<file path="src/rtl/tsn_desc_fifo_arbiter.sv">
// -----------------------------------------------------------------------------
// tsn_desc_fifo_arbiter
//
// Shares one show-ahead descriptor FIFO (DW bits x 2^AW entries) between
// NUM_REQ descriptor producers. A round-robin arbiter grants at most one write
// per cycle. Back-pressure is based on FIFO occupancy, and that occupancy
// includes the registered write still in flight. A software flush sequence
// drains the last write, pulses the FIFO's active-high aclr for CLR_CYCLES
// cycles and then recovers. Accepted writes are counted in a wrapping 16-bit
// counter.
//
// Ports:
//   i_clk, i_rst_n   clock, asynchronous active-low reset
//   i_req[k]         requester k has a descriptor; held until acked
//   i_data           requester k drives bits [k*DW +: DW]
//   o_ack[k]         one-hot grant pulse (combinational); descriptor consumed
//   o_fifo_data      registered descriptor towards FIFO data
//   o_fifo_wrreq     registered FIFO write strobe
//   o_fifo_aclr      FIFO asynchronous clear, active high
//   i_fifo_usedw     FIFO fill level (wraps to 0 when full)
//   i_fifo_full      FIFO full flag
//   i_flush          single-cycle flush request
//   o_flush_busy     flush sequence in progress
//   o_wr_cnt         accepted-write counter, wraps at 16 bits
//
// Handshake: a requester raises i_req[k] with stable i_data slice k and keeps
// both until it sees o_ack[k]=1 in some cycle. That cycle is the transfer. In
// the next cycle it may drop i_req[k] or present a new descriptor. If i_req[k]
// stays high, that is a new descriptor.
// -----------------------------------------------------------------------------
module tsn_desc_fifo_arbiter #(
    parameter int NUM_REQ     = 4,
    parameter int DW          = 71,
    parameter int AW          = 5,
    parameter int FULL_MARGIN = 2,
    parameter int CLR_CYCLES  = 3
) (
    input  logic                  i_clk,
    input  logic                  i_rst_n,
    input  logic [NUM_REQ-1:0]    i_req,
    input  logic [NUM_REQ*DW-1:0] i_data,
    output logic [NUM_REQ-1:0]    o_ack,
    output logic [DW-1:0]         o_fifo_data,
    output logic                  o_fifo_wrreq,
    output logic                  o_fifo_aclr,
    input  logic [AW-1:0]         i_fifo_usedw,
    input  logic                  i_fifo_full,
    input  logic                  i_flush,
    output logic                  o_flush_busy,
    output logic [15:0]           o_wr_cnt
);

    localparam int PW = $clog2(NUM_REQ);
    localparam logic [AW:0] OCC_FULL  = (AW+1)'(1 << AW);
    localparam logic [AW:0] OCC_LIMIT = (AW+1)'((1 << AW) - FULL_MARGIN);

    typedef enum logic [1:0] {
        S_RUN     = 2'd0,
        S_DRAIN   = 2'd1,
        S_CLR     = 2'd2,
        S_RECOVER = 2'd3
    } state_t;

    state_t          state_q, state_d;
    logic [3:0]      clr_cnt_q, clr_cnt_d;
    logic [PW-1:0]   ptr_q;
    logic            wrreq_q;
    logic [DW-1:0]   data_q;
    logic [15:0]     wr_cnt_q;

    logic [AW:0]     occ;
    logic            room;
    logic            found;
    logic [PW-1:0]   win_idx;
    logic [PW-1:0]   cand;
    logic            grant;

    // Occupancy counts the write that is still in flight. usedw reads 0 when
    // the FIFO is full, so the full flag overrides it.
    always_comb begin
        if (i_fifo_full) begin
            occ = OCC_FULL;
        end else begin
            occ = {1'b0, i_fifo_usedw} + {{AW{1'b0}}, wrreq_q};
        end
    end

    // A flush request takes priority over arbitration in its own cycle.
    assign room = (state_q == S_RUN) && !i_flush && !i_fifo_full && (occ < OCC_LIMIT);

    // Round-robin search. It starts one past the last winner and wraps, so
    // idle requesters are skipped without losing a cycle.
    always_comb begin
        found   = 1'b0;
        win_idx = '0;
        cand    = '0;
        for (int i = 1; i <= NUM_REQ; i++) begin
            cand = PW'((int'(ptr_q) + i) % NUM_REQ);
            if (!found && i_req[cand]) begin
                found   = 1'b1;
                win_idx = cand;
            end
        end
    end

    assign grant = i_rst_n && room && found;
    assign o_ack = grant ? (NUM_REQ'(1) << win_idx) : '0;

    // Write path: the granted descriptor is registered and written next cycle.
    always_ff @(posedge i_clk or negedge i_rst_n) begin
        if (!i_rst_n) begin
            ptr_q    <= PW'(NUM_REQ - 1);
            wrreq_q  <= 1'b0;
            data_q   <= '0;
            wr_cnt_q <= '0;
        end else begin
            wrreq_q <= grant;
            if (grant) begin
                ptr_q    <= win_idx;
                data_q   <= i_data[int'(win_idx)*DW +: DW];
                wr_cnt_q <= wr_cnt_q + 16'd1;
            end
        end
    end

    assign o_fifo_wrreq = wrreq_q;
    assign o_fifo_data  = data_q;
    assign o_wr_cnt     = wr_cnt_q;

    // Flush FSM: state register.
    always_ff @(posedge i_clk or negedge i_rst_n) begin
        if (!i_rst_n) begin
            state_q   <= S_RUN;
            clr_cnt_q <= '0;
        end else begin
            state_q   <= state_d;
            clr_cnt_q <= clr_cnt_d;
        end
    end

    // Flush FSM: next state. S_DRAIN lets the last registered write land
    // before aclr is asserted.
    always_comb begin
        state_d   = state_q;
        clr_cnt_d = clr_cnt_q;
        case (state_q)
            S_RUN: begin
                if (i_flush) begin
                    state_d = S_DRAIN;
                end
            end
            S_DRAIN: begin
                state_d   = S_CLR;
                clr_cnt_d = 4'(CLR_CYCLES);
            end
            S_CLR: begin
                clr_cnt_d = clr_cnt_q - 4'd1;
                if (clr_cnt_q == 4'd1) begin
                    state_d = S_RECOVER;
                end
            end
            S_RECOVER: begin
                state_d = S_RUN;
            end
            default: begin
                state_d = S_RUN;
            end
        endcase
    end

    // Flush FSM: outputs.
    always_comb begin
        o_fifo_aclr  = (state_q == S_CLR);
        o_flush_busy = (state_q != S_RUN);
    end

endmodule

</file>
<file path="config.mk">
export PLATFORM = sky130hd
export DESIGN_NAME = tsn_desc_fifo_arbiter
export DESIGN_NICKNAME = d
export VERILOG_FILES = /design/src/rtl/tsn_desc_fifo_arbiter.sv
export SDC_FILE = /design/constraint.sdc
export NUM_CORES = 1
export LEC_CHECK = 0
export ABC_AREA = 1
export BUFFER_PORTS_ARGS = -buffer_cell sky130_fd_sc_hd__buf_2
export CAP_MARGIN = 20
export CORE_AREA = 2 2 153 155
export CTS_CLUSTER_DIAMETER = 150
export DETAILED_ROUTE_END_ITERATION = 10
export DIE_AREA = 0 0 155 157
export PLACE_DENSITY_LB_ADDON = 0.08
export SETUP_SLACK_MARGIN = 0.02
export SLEW_MARGIN = 30
export SYNTH_ARGS = -nofsm -noshare
export SYNTH_HDL_FRONTEND = slang
export SYNTH_SLANG_ARGS = --single-unit
export TNS_END_PERCENT = 5
</file>
<file path="constraint.sdc">
create_clock -name i_clk -period 3.23 [get_ports i_clk]
set_clock_uncertainty 0.15 [all_clocks]
set_input_delay 0.1615 -clock i_clk [delete_from_list [all_inputs] [get_ports i_clk]]
set_output_delay 0.1615 -clock i_clk [all_outputs]
set_load 0.02 [all_outputs]
</file>
==> results.py, run 1 <==
metrics = {
    "floorplanning": {
        "ios": 391,
        "core_area_mm2": 0.0225,
        "die-area_mm2": 0.0243,
        "rows": 55,
        "die_y_um": 157,
        "die_w_um": 155,
        "start_util_pct": 32.7,
    },
    "worst_setup_path": {
        "crit_path_top_delay_cell": "dfstp_2",
        "worst-path-stages": 14,
        "cp_num_buf_inv": 3,
        "worstRegToRegCells": 14,
        "crit_path_end_kind": "flip-flop",
        "startpoint_type": "flip-flop",
        "required_ns": 3.32,
        "path_cells": "inv_4 -> nand2_1 -> nand2_1 -> nand2_1 -> nand2_2 -> nor2_4 -> nand3_1 -> nand2_4 -> nand2_8 -> buf_4 -> or2_2 -> nand3_1 -> dlygate4sd3_1 -> nand3_1",
        "slowest_delay_ns": 0.63,
        "crit_type": "flip-flop to flip-flop",
        "crit_family": "simple AND/OR/NAND/NOR gates",
        "startpoint": "ptr_q[0]",
        "timing.rr.start": "ptr_q[0]",
        "critPathMaxFanout": 26,
        "arrival_ns": 3.14,
    },
    "final_layout": {
        "area_growth_pct": 53.6,
        "final_cell_mix": "buf_2, nand2_1, nand3_1",
        "layout_commonest_cell": "buf_2",
        "drive_above_1_share_pct": 30.8,
        "fin_nets": 1987,
        "design_area_mm2": 0.0113,
    },
    "synth": {
        "synthCells": 1188,
        "yosys.cell_types.count": 35,
        "synth_nets": 1492,
        "yosys_warnings": 0,
        "yosysSeqAreaShare_pct": 32.7,
        "ys_top_cells_by_area": "dfrtp_1, nand2_1, nand3_1",
        "synth.top_cell.area_share_pct": 31.9,
        "avgSynthCellArea_um2": 6.20,
        "yosysTopAreaCell": "dfrtp_1",
        "ys_ff_latch": 96,
        "mappedNetlistArea_mm2": 0.00736,
    },
    "pwr": {
        "power_density_mw_per_mm2": 893,
        "switching_share_pct": 52.1,
        "ir_drop_mv": 0.573,
        "p_seq_share_pct": 19.7,
        "p_int_mw": 4.84,
        "p_leak_nw": 6.60,
        "clock_power_share_pct": 11.4,
        "netSwitchingPower_mw": 5.26,
        "pwr-share-comb_pct": 68.9,
        "total_power_mw": 10.1,
    },
    "detailed_routing": {
        "via_count": 9123,
        "drt_iter0_drc": 498,
        "drtAntennaViolNets": 0,
        "wl_per_cell_um": 14.2,
        "wl_um": 28100,
        "vias_per_cell": 4.62,
        "drc": 0,
        "wl_met2_um": 14000,
        "top_layer": "met5",
        "drtPass1Iterations": 7,
        "drt-met1-wl_um": 11500,
        "detailroute.wirelength.met3_um": 1570,
    },
    "timing": {
        "timing.final.hold_violations": 0,
        "finalSetupTns_ns": 0,
        "slew_viol_final": 0,
        "timing.fmax_mhz": 328,
        "tightestPinTransition_ns": 0.713,
        "hold-worst-slack_ns": 0.00914,
        "relSlewSlack_pct": 52.5,
        "period_share_pct": 94.5,
        "setup_viol": 0,
        "layout_setup_ws_ns": 0.178,
        "rsz0062_at_grt": "yes",
        "period_minus_slack_ns": 3.05,
    },
    "min_path": {
        "min_path_type": "input port to flip-flop",
        "holdPathStages": 5,
        "hp-start": "i_data[185]",
    },
    "cts": {
        "root_buffer": "clkbuf_16",
        "numCtsBuffers": 9,
        "htreeDepth": 3,
        "clock_path_buffers": 2,
        "cts_tree": "done",
        "path_clk_slew_ns": 0.08,
        "clock-sinks": 96,
        "insertion_delay_ns": 0.35,
    },
    "status": {
        "status": "finished, final reports clean",
    },
    "placed_design": {
        "place_ws_ns": 0.564,
        "portBuffers": 390,
        "placedInstanceArea_mm2": 0.00956,
        "gp_congestion": 0.835,
        "dp_hpwl_um": 19800,
    },
    "grt": {
        "grt-ovfl-total": 0,
        "grt_pass1_wl_um": 43200,
        "grt_usage_pct": 22.2,
        "antenna_found_initial": 2,
        "grt_pass1_vias": 9038,
        "grt_max_degree": 67,
    },
    "run": {
        "cap_violations": 0,
    },
}
==> registers in the layout, summed over array words and instances, names as in the netlist <==
| name | cells |
|---|---|
| ptr_q | 2 |
| state_q | 2 |
| o_fifo_data | 71 |
| o_wr_cnt | 16 |
| clr_cnt_q | 4 |
| o_fifo_wrreq | 1 |
==> cells by family after synthesis <==
family | Yosys count | synth area share [%]
and+or+nand+nor | 755 | 46.5
AOI/OAI and AO/OA | 18 | 1.41
buffers and inverters | 297 | 16.5
adders and majority gates | 7 | 1.19
xor gates and xnor gates | 15 | 1.78
DFF | 96 | 32.7
==> final cells by class <==
class / count / area (um^2)
Clock buffer: 9 / 225
Timing Repair Buffer: 547 / 3550
Antenna cell: 1 / 2.50
Clock inverter: 7 / 87.6
Tap cell: 285 / 357
Inverter: 232 / 878
Fill cell: 2307 / 11200
Sequential cell: 96 / 2400
Multi-Input combinational cell: 797 / 3800
==> stage by stage <==
| stage | instances | util [%] |
|---|---|---|
| after floorplan | 1188 | - |
| after global placement | 1816 | 42.5 |
| after detailed placement | 1816 | 42.5 |
| after CTS | 1964 | 49.7 |
| after global routing | 1974 | 50.2 |
| final | 1974 | 50.2 |
==> power groups by stage <==
stage	Combinational, mW	Clock (mW)	Sequential, mW
after detailed placement	6.54	0	1.99
after floorplan	4.33	0	2.49
after global routing	7.76	1.23	2.05
final	6.96	1.15	1.99
after global placement	6.54	0	2.00
after CTS	6.71	1.19	1.99
==> worst register-to-register path, cell delays in order, from the launching register on <==
cell and delay (ns):
dfstp_2 0.63, inv_4 0.08, nand2_1 0.06, nand2_1 0.08, nand2_1 0.11, nand2_2 0.08
nor2_4 0.10, nand3_1 0.12, nand2_4 0.13, nand2_8 0.13, buf_4 0.27, or2_2 0.29
nand3_1 0.07, dlygate4sd3_1 0.56, nand3_1 0.08
==> repair_timing <==
item | CTS | global route
hold buffers | 132 | 0
endpoints found under the setup margin | 0 | 36
setup buffers | 0 | 6
hold endpoints to repair | 81 | 0
gates resized for setup | 0 | 6
==> synth_stat cells (all sizes together) <==
master,count
o211ai,1
clkinv,2
nand3,257
nor3,5
buf,41
or2,82
dfstp,2
a21oi,4
nand3b,2
xor2,7
xnor2,8
ha,7
nand4,4
inv,230
dfrtp,94
nand2,375
nor2,27
o21ai,8
clkbuf,24
a31oi,2
a21boi,1
a21o,1
nor4,3
a32oi,1
==> routing by layer <==
layer	GRT usage [%]	up-vias
met2	40.8	325
met1	25.1	4148
li1	-	4587
met3	3.96	61
met5	0	-
met4	10.1	2
==> final timing paths <==
| kind | slack, ns | end |
|---|---|---|
| max | 0.18 | o_fifo_data[7] |
| min | 0.009 | o_fifo_data[43] |
| max reg2reg | 0.18 | o_fifo_data[7] |
| min reg2reg | 0.32 | o_fifo_data[0] |
| max in group asynchronous | 1.40 | o_fifo_data[50] |
| min in group asynchronous | 0.35 | o_fifo_data[37] |
Note: power is estimated with default switching activity, not from simulation.
==> inputs of run 2 (changes only) <==
--- a/config.mk
+++ b/config.mk
@@ -13,6 +13,7 @@
 export DETAILED_ROUTE_END_ITERATION = 10
 export DIE_AREA = 0 0 155 157
 export PLACE_DENSITY_LB_ADDON = 0.08
+export RECOVER_POWER = 50
 export SETUP_SLACK_MARGIN = 0.02
 export SLEW_MARGIN = 30
 export SYNTH_ARGS = -nofsm -noshare
==> run 2 against run 1 <==
Against the previous run: sequential share of layout area grew 0.23 points; first-iteration DRC count shrank 0.20%; via count shrank 0.42%; sequential cell count is the same; register-to-register slack is essentially flat; critical path type unchanged; global-route usage is the same; combinational power shrank 2%; routed wire length grew 0.11%; non-clock buffer count is the same; largest cell class unchanged; largest power group unchanged; die area is the same.
==> results.py, run 2 (synthesis gave the netlist of run 1 again) <==
metrics = {
    "status": {
        "status": "finished, final reports clean",
    },
    "worst_setup_path": {
        "r2r_slack_ns": 0.19,
        "startpoint": "ptr_q[0]",
        "required_ns": 3.32,
        "crit_type": "flip-flop to flip-flop",
        "critPathMaxFanout": 25,
        "r2r-end": "o_fifo_data[40]",
        "arrival_ns": 3.13,
        "startpoint_type": "flip-flop",
        "worstRegToRegCells": 14,
        "crit_path_end_kind": "flip-flop",
        "endpoint": "o_fifo_data[40]",
        "timing.rr.start": "ptr_q[0]",
    },
    "grt": {
        "grt_pass1_wl_um": 43200,
        "grt_pass1_vias": 9038,
        "grt-ovfl-total": 0,
        "grt_max_degree": 67,
        "antenna_found_initial": 2,
        "grt_usage_pct": 22.2,
    },
    "pwr": {
        "ir_drop_mv": 0.573,
        "power_density_mw_per_mm2": 893,
        "total_power_mw": 9.99,
        "p_leak_nw": 6.28,
    },
    "final_layout": {
        "drive_above_1_share_pct": 25.4,
        "instances_no_fill": 1974,
        "layout_commonest_cell": "nand2_1",
        "area_growth_pct": 51.9,
        "fin_nets": 1987,
        "final_cell_mix": "nand2_1, buf_2, nand3_1",
        "largest_register_ffs": 71,
    },
    "floorplanning": {
        "start_util_pct": 32.7,
        "core_area_mm2": 0.0225,
        "ios": 391,
        "rows": 55,
        "die_w_um": 155,
        "die_y_um": 157,
        "die-area_mm2": 0.0243,
    },
    "cts": {
        "htreeDepth": 3,
        "clock-sinks": 96,
        "insertion_delay_ns": 0.35,
        "cts_tree": "done",
        "path_clk_slew_ns": 0.08,
        "clock_path_buffers": 2,
        "numCtsBuffers": 9,
        "root_buffer": "clkbuf_16",
    },
    "timing": {
        "relSlewSlack_pct": 19.1,
        "setup_viol": 0,
        "slew_viol_final": 0,
        "timing.fmax_mhz": 329,
        "rsz0062_at_grt": "yes",
        "timing.final.hold_violations": 0,
        "period_minus_slack_ns": 3.04,
        "tightestPinTransition_ns": 1.21,
        "period_share_pct": 94.2,
    },
    "placed_design": {
        "gp_congestion": 0.835,
        "portBuffers": 390,
        "place_inst": 1816,
        "dp_hpwl_um": 19800,
    },
    "detailed_routing": {
        "wl_per_cell_um": 14.2,
        "via_count": 9085,
        "drtAntennaViolNets": 0,
        "wl_um": 28100,
        "vias_per_cell": 4.60,
        "drc": 0,
        "drtPass1Iterations": 5,
        "drt_iter0_drc": 497,
    },
    "min_path": {
        "hp-start": "i_data[185]",
        "min_path_type": "input port to flip-flop",
    },
    "run": {
        "cap_violations": 0,
    },
}
## run 2: cell types whose count changed in the layout (fill, tap and decap cells not counted), sizes merged
cell,before,now
buf,414,321
clkbuf,10,103
## run 2: final cells by class
cell class,count,area (um^2)
clock inverters,7,87.6
clock buffers,9,225
repair buffers,547,3430
well taps,285,357
multi-input cells,797,3800
flip-flops and latches,96,2400
diodes,1,2.50
fillers,2355,11300
inverters,232,878
## run 2: routing by layer
layer / share of wire, % / vias up / track usage (%) / wire, um
met1: 41 / 4117 / 25.1 / 11600
li1: - / 4588 / - / -
met2: 49 / 313 / 40.8 / 13900
met5: 0.046 / - / 0 / 13
met4: 3.9 / 2 / 10.1 / 1110
met3: 5.3 / 65 / 3.96 / 1480
## run 2: worst min-delay path by stage
stage | slack (ns) | endpoint | depth (start not counted)
6_report | 0.01 | o_fifo_data[43] | 5
5_1_grt | 0.02 | o_fifo_data[58] | 4
4_1_cts | 0.0004 | o_fifo_data[1] | 5
3_5_place_dp | 0.22 | o_fifo_data[37] | 2
3_3_place_gp | 0.22 | o_fifo_data[37] | 2
2_1_floorplan | -0.28 | clr_cnt_q[0] | 0
## run 2: metrics by stage
stage | instance area [um^2] | setup TNS [ns] | utilization, % | hold WS (ns) | setup WS [ns]
after floorplan | 7360 | 0 | - | -0.284 | 0.738
after global placement | 9560 | 0 | 42.5 | 0.222 | 0.592
after detailed placement | 9560 | 0 | 42.5 | 0.218 | 0.564
after CTS | 11200 | 0 | 49.7 | 0.000399 | 0.0452
after global routing | 11200 | -0.0145 | 49.7 | 0.0216 | -0.00707
final | 11200 | 0 | 49.7 | 0.00994 | 0.186
## run 2: critical path: stages (launching register included)
cell and delay, ns:
dfstp_2 0.63, inv_4 0.08, nand2_1 0.06, nand2_1 0.08, nand2_1 0.11, nand2_2 0.08, nor2_4 0.10, nand3_1 0.12
nand2_4 0.13, nand2_8 0.13, buf_16 0.21, or2_2 0.28, nand3_1 0.10, nand3_1 0.08, dlygate4sd3_1 0.56
## run 2: repair_timing
item | in CTS | in global routing
resized for setup | 0 | 6
endpoints found under the setup margin | 0 | 36
hold buffers | 132 | 0
hold endpoints to repair | 81 | 0
buffers inserted | 0 | 6
## run 2: power by group
part / internal, mW / total, mW / switching (mW) / leakage (nW)
Sequential: 1.68 / 2.01 / 0.322 / 1.22
Combinational: 2.41 / 6.84 / 4.42 / 4.91
Clock: 0.619 / 1.15 / 0.530 / 0.148
Total: 4.72 / 9.99 / 5.28 / 6.28
